===== src/rtl/fp_from_int_pipe_pkg.sv =====
// Shared FP32 field constants and types for the integer-to-float converter.
package fp_from_int_pipe_pkg;

   localparam int BIAS   = 127;
   localparam int FRAC_W = 23;
   localparam int EXP_W  = 8;

   typedef struct packed {
      logic             sign;
      logic [EXP_W-1:0] exp;
      logic [FRAC_W-1:0] frac;
   } fp32_t;

   // Payload carried by stage 3 and every delay stage behind it.
   typedef struct packed {
      logic  valid;
      fp32_t q;
      logic  inexact;
   } conv_stage_t;

endpackage


===== src/rtl/fp_from_int_pipe_lzc.sv =====
// Parametrised leading-zero counter; an all-zero input reports W.
module lzc #(
   parameter int W  = 33,
   parameter int OW = $clog2(W + 1)
) (
   input  logic [W-1:0]  in,
   output logic [OW-1:0] count
);

   logic found;

   always_comb begin
      count = OW'(W);
      found = 1'b0;
      for (int i = W - 1; i >= 0; i--) begin
         if (!found && in[i]) begin
            count = OW'(W - 1 - i);
            found = 1'b1;
         end
      end
   end

endmodule


===== src/rtl/fp_from_int_pipe.sv =====
// Pipelined signed/unsigned integer to FP32 converter, round to nearest even.
// Stages: magnitude, leading-zero count, normalise+round, then a plain delay tail.
module fp_from_int_pipe
   import fp_from_int_pipe_pkg::*;
#(
   parameter int IN_WIDTH = 33,
   parameter int LATENCY  = 7
) (
   input  logic                clk,
   input  logic                areset,
   input  logic                en,
   input  logic                in_valid,
   input  logic [IN_WIDTH-1:0] a,
   input  logic                is_signed,
   output logic                out_valid,
   output logic [31:0]         q,
   output logic                inexact
);

   localparam int LZW = $clog2(IN_WIDTH + 1);
   // Working width is at least 26 so fraction, guard and sticky always exist.
   localparam int NW  = (IN_WIDTH > 26) ? IN_WIDTH : 26;
   localparam int PAD = NW - IN_WIDTH;

   logic                v1, sign1;
   logic [IN_WIDTH-1:0] mag1;
   logic                v2, sign2, zero2;
   logic [IN_WIDTH-1:0] mag2;
   logic [LZW-1:0]      lz1, lz2;

   always_ff @(posedge clk or posedge areset) begin
      if (areset) begin
         v1    <= 1'b0;
         sign1 <= 1'b0;
         mag1  <= '0;
      end else if (en) begin
         v1    <= in_valid;
         sign1 <= is_signed & a[IN_WIDTH-1];
         mag1  <= (is_signed & a[IN_WIDTH-1]) ? -a : a;
      end
   end

   lzc #(.W(IN_WIDTH), .OW(LZW)) u_lzc (
      .in    (mag1),
      .count (lz1)
   );

   always_ff @(posedge clk or posedge areset) begin
      if (areset) begin
         v2    <= 1'b0;
         sign2 <= 1'b0;
         zero2 <= 1'b0;
         mag2  <= '0;
         lz2   <= '0;
      end else if (en) begin
         v2    <= v1;
         sign2 <= sign1;
         zero2 <= (mag1 == '0);
         mag2  <= mag1;
         lz2   <= lz1;
      end
   end

   logic [IN_WIDTH-1:0] norm;
   logic [NW-1:0]       ext;
   logic [FRAC_W-1:0]   frac, frac_r;
   logic                guard, sticky, rnd, carry;
   conv_stage_t         res;

   always_comb begin
      norm   = mag2 << lz2;
      ext    = NW'(norm) << PAD;
      frac   = ext[NW-2 -: FRAC_W];
      guard  = ext[NW-FRAC_W-2];
      sticky = |ext[NW-FRAC_W-3:0];
      rnd    = guard & (sticky | frac[0]);
      {carry, frac_r} = {1'b0, frac} + {{FRAC_W{1'b0}}, rnd};
      res       = '0;
      res.valid = v2;
      if (!zero2) begin
         res.q.sign  = sign2;
         res.q.exp   = EXP_W'(BIAS + IN_WIDTH - 1) - EXP_W'(lz2) + EXP_W'(carry);
         res.q.frac  = frac_r;
         res.inexact = guard | sticky;
      end
   end

   // tail[0] is the stage-3 register; tail[k] are the pure delay stages.
   conv_stage_t tail [LATENCY-2];

   always_ff @(posedge clk or posedge areset) begin
      if (areset)  tail[0] <= '0;
      else if (en) tail[0] <= res;
   end

   for (genvar k = 1; k <= LATENCY - 3; k++) begin : g_tail
      always_ff @(posedge clk or posedge areset) begin
         if (areset)  tail[k] <= '0;
         else if (en) tail[k] <= tail[k-1];
      end
   end

   assign out_valid = tail[LATENCY-3].valid;
   assign q         = tail[LATENCY-3].q;
   assign inexact   = tail[LATENCY-3].inexact;

endmodule


===== config.mk =====
export PLATFORM = sky130hd
export DESIGN_NAME = fp_from_int_pipe
export DESIGN_NICKNAME = d
export VERILOG_FILES = /design/src/rtl/fp_from_int_pipe_pkg.sv /design/src/rtl/fp_from_int_pipe_lzc.sv /design/src/rtl/fp_from_int_pipe.sv
export SDC_FILE = /design/constraint.sdc
export NUM_CORES = 1
export LEC_CHECK = 0
export ABC_AREA = 1
export CAP_MARGIN = 20
export CORE_MARGIN = 2
export CORE_UTILIZATION = 25
export DETAILED_ROUTE_END_ITERATION = 10
export PLACE_DENSITY = 0.41
export SETUP_SLACK_MARGIN = 0.05
export SKIP_LAST_GASP = 1
export SLEW_MARGIN = 15
export SYNTH_ARGS = -nofsm -noshare
export SYNTH_HDL_FRONTEND = slang
export SYNTH_HIERARCHICAL = 1
export SYNTH_SLANG_ARGS = --single-unit

===== constraint.sdc =====
create_clock -name clk -period 7.94 [get_ports clk]
set_clock_uncertainty 0.1 [all_clocks]
set_input_delay 1.191 -clock clk [delete_from_list [all_inputs] [get_ports clk]]
set_output_delay 1.191 -clock clk [all_outputs]
set_load 0.05 [all_outputs]

==> results of run 1 <==
==> cell type report <==
type,count,area share
clock buffer,43,0.0568
clock inverter,10,0.00694
inverter,169,0.0425
multi-input combinational,1235,0.378
sequential,246,0.407
tap,688,0.0569
timing repair buffer,80,0.0523
==> worst max-delay path by stage <==
stage	start	to	cells past startpoint
after floorplan	areset	inexact	1
after global placement	lz2[0]	tail[166]	18
after detailed placement	lz2[0]	tail[166]	18
after CTS	lz2[0]	tail[166]	18
after global routing	lz2[0]	tail[166]	18
final	lz2[0]	tail[166]	18
==> cell families (layout without fill, tap and decap cells) <==
| kind of cell | Yosys count | count (layout) | share of synthesized area |
|---|---|---|---|
| xor gates and xnor gates | 30 | 30 | 0.0200 |
| adders and majority gates | 4 | 4 | 0.00380 |
| and+or+nand+nor | 966 | 966 | 0.317 |
| buffers and inverters | 284 | 302 | 0.0982 |
| AOI/OAI and AO/OA | 235 | 235 | 0.0937 |
| DFF | 246 | 246 | 0.468 |
==> report_power, final <==
| part | total, W | leakage, nW | internal [W] | switching, W |
|---|---|---|---|---|
| combinational | 0.00113 | 3.53 | 0.000349 | 0.000779 |
| clock | 0.00132 | 0.470 | 0.000782 | 0.000543 |
| sequential | 0.00165 | 3.13 | 0.00151 | 0.000142 |
| total | 0.00410 | 7.13 | 0.00264 | 0.00146 |
==> synth_stat cells (13+ instances only) <==
cell type  number  area (um2)
buf_2          13        65.1
nor2_1         78         293
nor2_2         19         119
clkbuf_1       49         184
nand2_2        16         100
nand4_1        25         156
buf_4          41         308
inv_1         164         616
nand2_1       618        2320
nand3_1       162         811
xor2_1         22         193
a21oi_1        21         105
dfrtp_1       246        6160
o21ai_0       187         936
==> cell usage in the layout, fill, tap and decap left out, drive strengths merged, types with 3 or more instances in the layout <==
master / count
o31ai: 3
nand2: 634
a21oi: 21
xor2: 22
dfrtp: 246
clkinv: 8
clkdlybuf4s50: 70
nand3b: 7
clkinvlp: 3
ha: 4
inv: 167
nor3: 12
o22ai: 11
nand4: 29
buf: 10
or2: 4
nor4: 11
clkbuf: 43
xnor2: 8
nand3: 167
o21ai: 190
nor2: 100
==> routing by layer <==
metal	vias to the layer above	share of wire
met4	0	0.019
met2	169	0.46
met3	45	0.032
met5	-	0
met1	5095	0.49
li1	5627	-
==> stage by stage <==
step	hold WS, ns	std cells	total power [W]	util
4_1_cts	0.372	2471	0.00418	0.289
6_report	0.366	2471	0.00410	0.289
5_1_grt	0.390	2471	0.00441	0.289
3_3_place_gp	0.355	2418	0.00281	0.271
2_1_floorplan	0.337	1765	0.00252	-
3_5_place_dp	0.359	2418	0.00281	0.271
==> worst max-delay path, delay by kind of cell, from the launching register on <==
kind                     cells  cell delay, ns
adder cells (fa/ha/maj)      1            0.21
buffers and inverters        2            1.00
AND/OR/NAND/NOR             13            2.01
AO/OA/AOI/OAI                2            0.36
flip-flops                   1            0.35
==> state kept, by name, indices dropped and copies added (netlist names) <==
name       flops
zero2          1
inexact        1
sign2          1
sign1          1
mag1          33
v2             1
out_valid      1
q             32
mag2          32
lz2            6
v1             1
tail         136
==> impl_metrics.csv, run 1 <==
group,metric,value,unit
clock_network,tritoncts,"built",
yosys,synth_enable_flop_cells,0,
setup_path,r2r-end,"tail[166]",
min_path,holdPathEnd,"tail[88]",
placement,portBuffers,71,
floorplan,initial_core_util,0.252,
routing,drc,0,
flow_run,maxCapViolations,0,
floorplan,rows,84,
placement,dp_hpwl,23.6,mm
grt,grt_use_met1,0.178,
timing,fmax,0.235,GHz
clock_network,post_cts_resized,0,
min_path,hp-start,"tail[88]",
clock_network,path_clk_slew,0.05,ns
routing,drtIter0Drc,783,
placement,dpl-instance-area,14200,um2
setup_path,reg2regPathDepth,18,
setup_path,r2r-start,"lz2[0]",
setup_path,critPathKind,"register to register",
routing,ant_nets,0,
finish,syn_to_final_growth,14.9,%
setup_path,critPathCaptureType,"register",
clock_network,cts_post_setup_buffers_inserted,0,
yosys,ys_ff_latch,246,
yosys,async_flop_share,1.00,
floorplan,die_area,54500,um2
clock_network,cts_buffers,30,
finish,multiInputGateArea,5720,um2
finish,fin_area,15100,um2
clock_network,clockBufferDepth,3,
grt,grt_use_total,0.129,
min_path,worstHoldPathCells,2,
finish,num-fill-cells,5778,
routing,wl_per_cell,13.9,um
grt,grtUsageMet3,0.0192,
floorplan,die_height,234,um
setup_path,cp_cell_sequence,"buf_4 -> inv_1 -> nand2_1 -> nand2_2 -> nand3_1 -> nand2_1 -> nand2_1 -> nand2_1 -> nand3_1 -> nor2_1 -> nand4_1 -> nor2_1 -> nand3_1 -> nor2_1 -> ha_1 -> nand2_1 -> o21ai_0 -> o22ai_1",
yosys,synthesis.nets,1807,
timing,rsz0062_at_grt,"no",
timing,setup_violations,0,
clock_network,clock-sinks,246,
timing,hold_viol,0,
placement,dp_slack,3.72,ns
timing,relSlewSlack,0.312,
finish,regArea,6160,um2
routing,routed_via_density,4.43,
setup_path,cp_slowest_cell,"inv_1",
routing,finalWirelength,34.3,mm
grt,grt_max_degree,172,
floorplan,die_w,234,um
grt,first_global_vias,10800,
setup_path,cp-start-kind,"register",
grt,overflow,0,
setup_path,required,8.26,ns
timing,fin_crit_sh,0.536,
min_path,hp-class,"register to register",
finish,drive_gt1_frac,0.0645,
setup_path,arrival,4.58,ns
clock_network,cts_hold_buf,0,
finish,fin_nets,1804,
setup_path,slowest_delay,0.75,ns
pwr,vdd_drop_max,0.155,mV
pwr,p_leak,7.13,nW
timing,setup_ws,3.68,ns
grt,gr-usage-met2,0.213,
setup_path,r2r_slack,3.68,ns
timing,fin_setup_tns,0,ns
yosys,syn_area,13200,um2
floorplan,io_pins,72,
pwr,powerDensity,271,nW/um2
yosys,synth.avg_cell_area,7.46,um2
grt,grt_first_pass_wirelength,57.7,mm
setup_path,crit_top_cell,"nand2_1",
setup_path,critPathMaxFanout,38,
timing,worst_pin_slew,1.03,ns
grt,antenna_found_initial,0,
timing,min_period,4.26,ns
yosys,ys_seq_area_frac,0.468,
run_status,outcome,"completed",
yosys,synth_cell_type_count,45,
grt,grt-busiest-layer,"met2",
timing,slew_viol_final,0,
yosys,synth_warnings,6,
routing,drtPass1Iterations,6,
clock_network,clock_latency,0.58,ns
finish,antenna_cells,0,
routing,vias,10900,
placement,gp_congestion,0.859,
yosys,postSynthCellCount,1765,
yosys,synth-main-ff-cell,"dfrtp_1",
floorplan,core-area,52300,um2
clock_network,cts-htree-levels,1,
clock_network,root_buffer,"clkbuf_16",
No activity file was read; power rests on OpenSTA's default activity.
==> run 2, diff against run 1 <==
==> constraint.sdc (replaced) <==
create_clock -name clk -period 3.8 [get_ports clk]
set_clock_uncertainty 0.1 [all_clocks]
set_input_delay 0.57 -clock clk [delete_from_list [all_inputs] [get_ports clk]]
set_output_delay 0.57 -clock clk [all_outputs]
set_load 0.05 [all_outputs]
==> run 2 against run 1 <==
  * Final cell count increased by 1.5%
  * Flip-flop and latch count did not move
  * Non-clock buffer count rose by 34
  * Critical endpoint unchanged
==> impl_metrics.csv, run 2 (synthesized netlist as in run 1, its figures left out) <==
group,metric,value,unit
placement,gp_congestion,0.921,
floorplan,die_area,54500,um2
timing,slew_viol_final,0,
finish,syn_to_final_growth,17.9,%
clock_network,path_clk_slew,0.07,ns
finish,fin_nets,1838,
finish,final_util,0.297,
min_path,hp-class,"input port to register",
timing,setup_ws,0.487,ns
floorplan,rows,84,
pwr,p_leak,7.35,nW
routing,wl_met1,16.9,mm
setup_path,required,4.14,ns
routing,vias,11000,
timing,fin_crit_sh,0.872,
clock_network,root_buffer,"clkbuf_16",
setup_path,startpoint,"lz2[0]",
setup_path,arrival,3.65,ns
run_status,outcome,"completed",
routing,drc,0,
min_path,hp-start,"en",
routing,wl_met2,16.1,mm
clock_network,cts_hold_buf,0,
placement,portBuffers,71,
placement,dp_hpwl,25.2,mm
floorplan,die_height,234,um
timing,min_period,3.31,ns
flow_run,maxCapViolations,0,
grt,grt_use_total,0.132,
timing,rsz0062_at_grt,"no",
grt,grt_max_degree,192,
clock_network,clockBufferDepth,3,
timing,worst_pin_slew,0.961,ns
finish,final_common_cell,"nand2_1",
timing,fmax,0.302,GHz
clock_network,clock_latency,0.58,ns
routing,drtIter0Drc,593,
finish,antenna_cells,0,
clock_network,cts-htree-levels,1,
routing,top_layer,"met4",
timing,relSlewSlack,0.358,
setup_path,cp-start-kind,"register",
pwr,fin_total_pwr,0.00879,W
routing,wl_per_cell,14.0,um
routing,finalWirelength,35.1,mm
setup_path,critPathCaptureType,"register",
setup_path,critPathKind,"register to register",
clock_network,clock-sinks,246,
pwr,vdd_drop_max,0.333,mV
routing,ant_nets,0,
grt,overflow,0,
floorplan,initial_core_util,0.252,
timing,setup_violations,0,
finish,final_cell_mix,"nand2_1 (618), dfrtp_1 (246), o21ai_0 (186)",
grt,grt_first_pass_wirelength,58.7,mm
clock_network,cts_post_setup_buffers_inserted,0,
clock_network,cts_buffers,30,
routing,dr_wl_met3,987,um
setup_path,r2r_slack,0.49,ns
setup_path,critPathMaxFanout,20,
finish,top_regs,"tail (136), mag1 (33)",
grt,antenna_found_initial,0,
floorplan,core-area,52300,um2
floorplan,io_pins,72,
routing,routed_via_density,4.38,
floorplan,die_w,234,um
pwr,powerDensity,566,nW/um2
setup_path,r2r-start,"lz2[0]",
timing,hold_viol,0,
finish,largest-register,"tail",
finish,drive_gt1_frac,0.0830,
timing,fin_setup_tns,0,ns
clock_network,tritoncts,"built",
routing,drtPass1Iterations,5,
finish,largest_register_ffs,136,
grt,first_global_vias,11100,
placement,dp_slack,0.427,ns
run 2: cell count changes in the layout (fill, tap and decap cells not counted):
cell,before,now
buf_12,1,7
buf_4,8,36
bufinv_16,1,2
clkbuf_1,7,8
clkbuf_8,6,8
clkinv_4,0,1
clkinvlp_4,3,1
o21ai_0,187,186
o21ai_1,2,3
run 2: worst max-delay path: stages (launching register included):
cell and delay [ns]:
dfrtp_1 0.34, buf_4 0.26, buf_4 0.27, nand2_1 0.09, nand3_1 0.11, nand3_1 0.07, nand2_1 0.11, nand2_1 0.07
nand2_2 0.09, nand3_1 0.09, nor2_1 0.25, nand4_1 0.19, nor2_1 0.20, nand3_1 0.14, nor2_1 0.19, ha_1 0.20
nand2_1 0.12, o21ai_1 0.20, o22ai_1 0.09
run 2: routing by layer:
metal / up-vias / global-route usage
met5: - / 0
met4: 0 / 0.0376
met3: 57 / 0.0204
met2: 137 / 0.220
met1: 5110 / 0.176
li1: 5689 / -
run 2: worst paths after layout:
check	endpoint	depth (start not counted)
setup / recovery	tail[166]	18
hold / removal	tail[75]	4
setup reg to reg	tail[166]	18
hold reg to reg	tail[120]	2
max in group asynchronous	q[28]	3
min in group asynchronous	q[6]	2
run 2: power breakdown:
part           switching (W)  leakage (nW)  internal [W]
Clock                0.00116         0.504       0.00175
Sequential          0.000302          3.13       0.00314
Combinational        0.00164          3.72      0.000795
run 2: cell type report:
type                            instances  area [um2]
Clock buffer                           46         891
Clock inverter                         10         129
Fill cell                            5745       36800
Inverter                              169         643
Multi-Input combinational cell       1235        5720
Sequential cell                       246        6160
Tap cell                              688         861
Timing Repair Buffer                  114        1120
run 2: through the flow:
step / hold slack, ns / instances / cell area (um2)
final: 0.281 / 2508 / 15500
after global routing: 0.275 / 2508 / 15500
after detailed placement: 0.360 / 2452 / 14500
after floorplan: 0.337 / 1765 / 13200
after global placement: 0.356 / 2452 / 14500
after CTS: 0.251 / 2508 / 15500
run 2: repair_timing:
item | CTS | global route
gates resized for setup | 0 | 1
endpoints found under the setup margin | 0 | 2
endpoints found under the hold margin | 0 | 0
==> run 3, diff against run 2 <==
==> constraint.sdc (replaced) <==
create_clock -name clk -period 3.8 [get_ports clk]
set_clock_uncertainty 0.1 [all_clocks]
set_input_delay 0.57 -clock clk [delete_from_list [all_inputs] [get_ports clk]]
set_output_delay 0.57 -clock clk [all_outputs]
set_load 0.01 [all_outputs]
==> results of run 3 <==
The final DEF is identical to that of run 2. Status: completed.
Among the figures that moved: total power 0.00879 W -> 0.00856 W
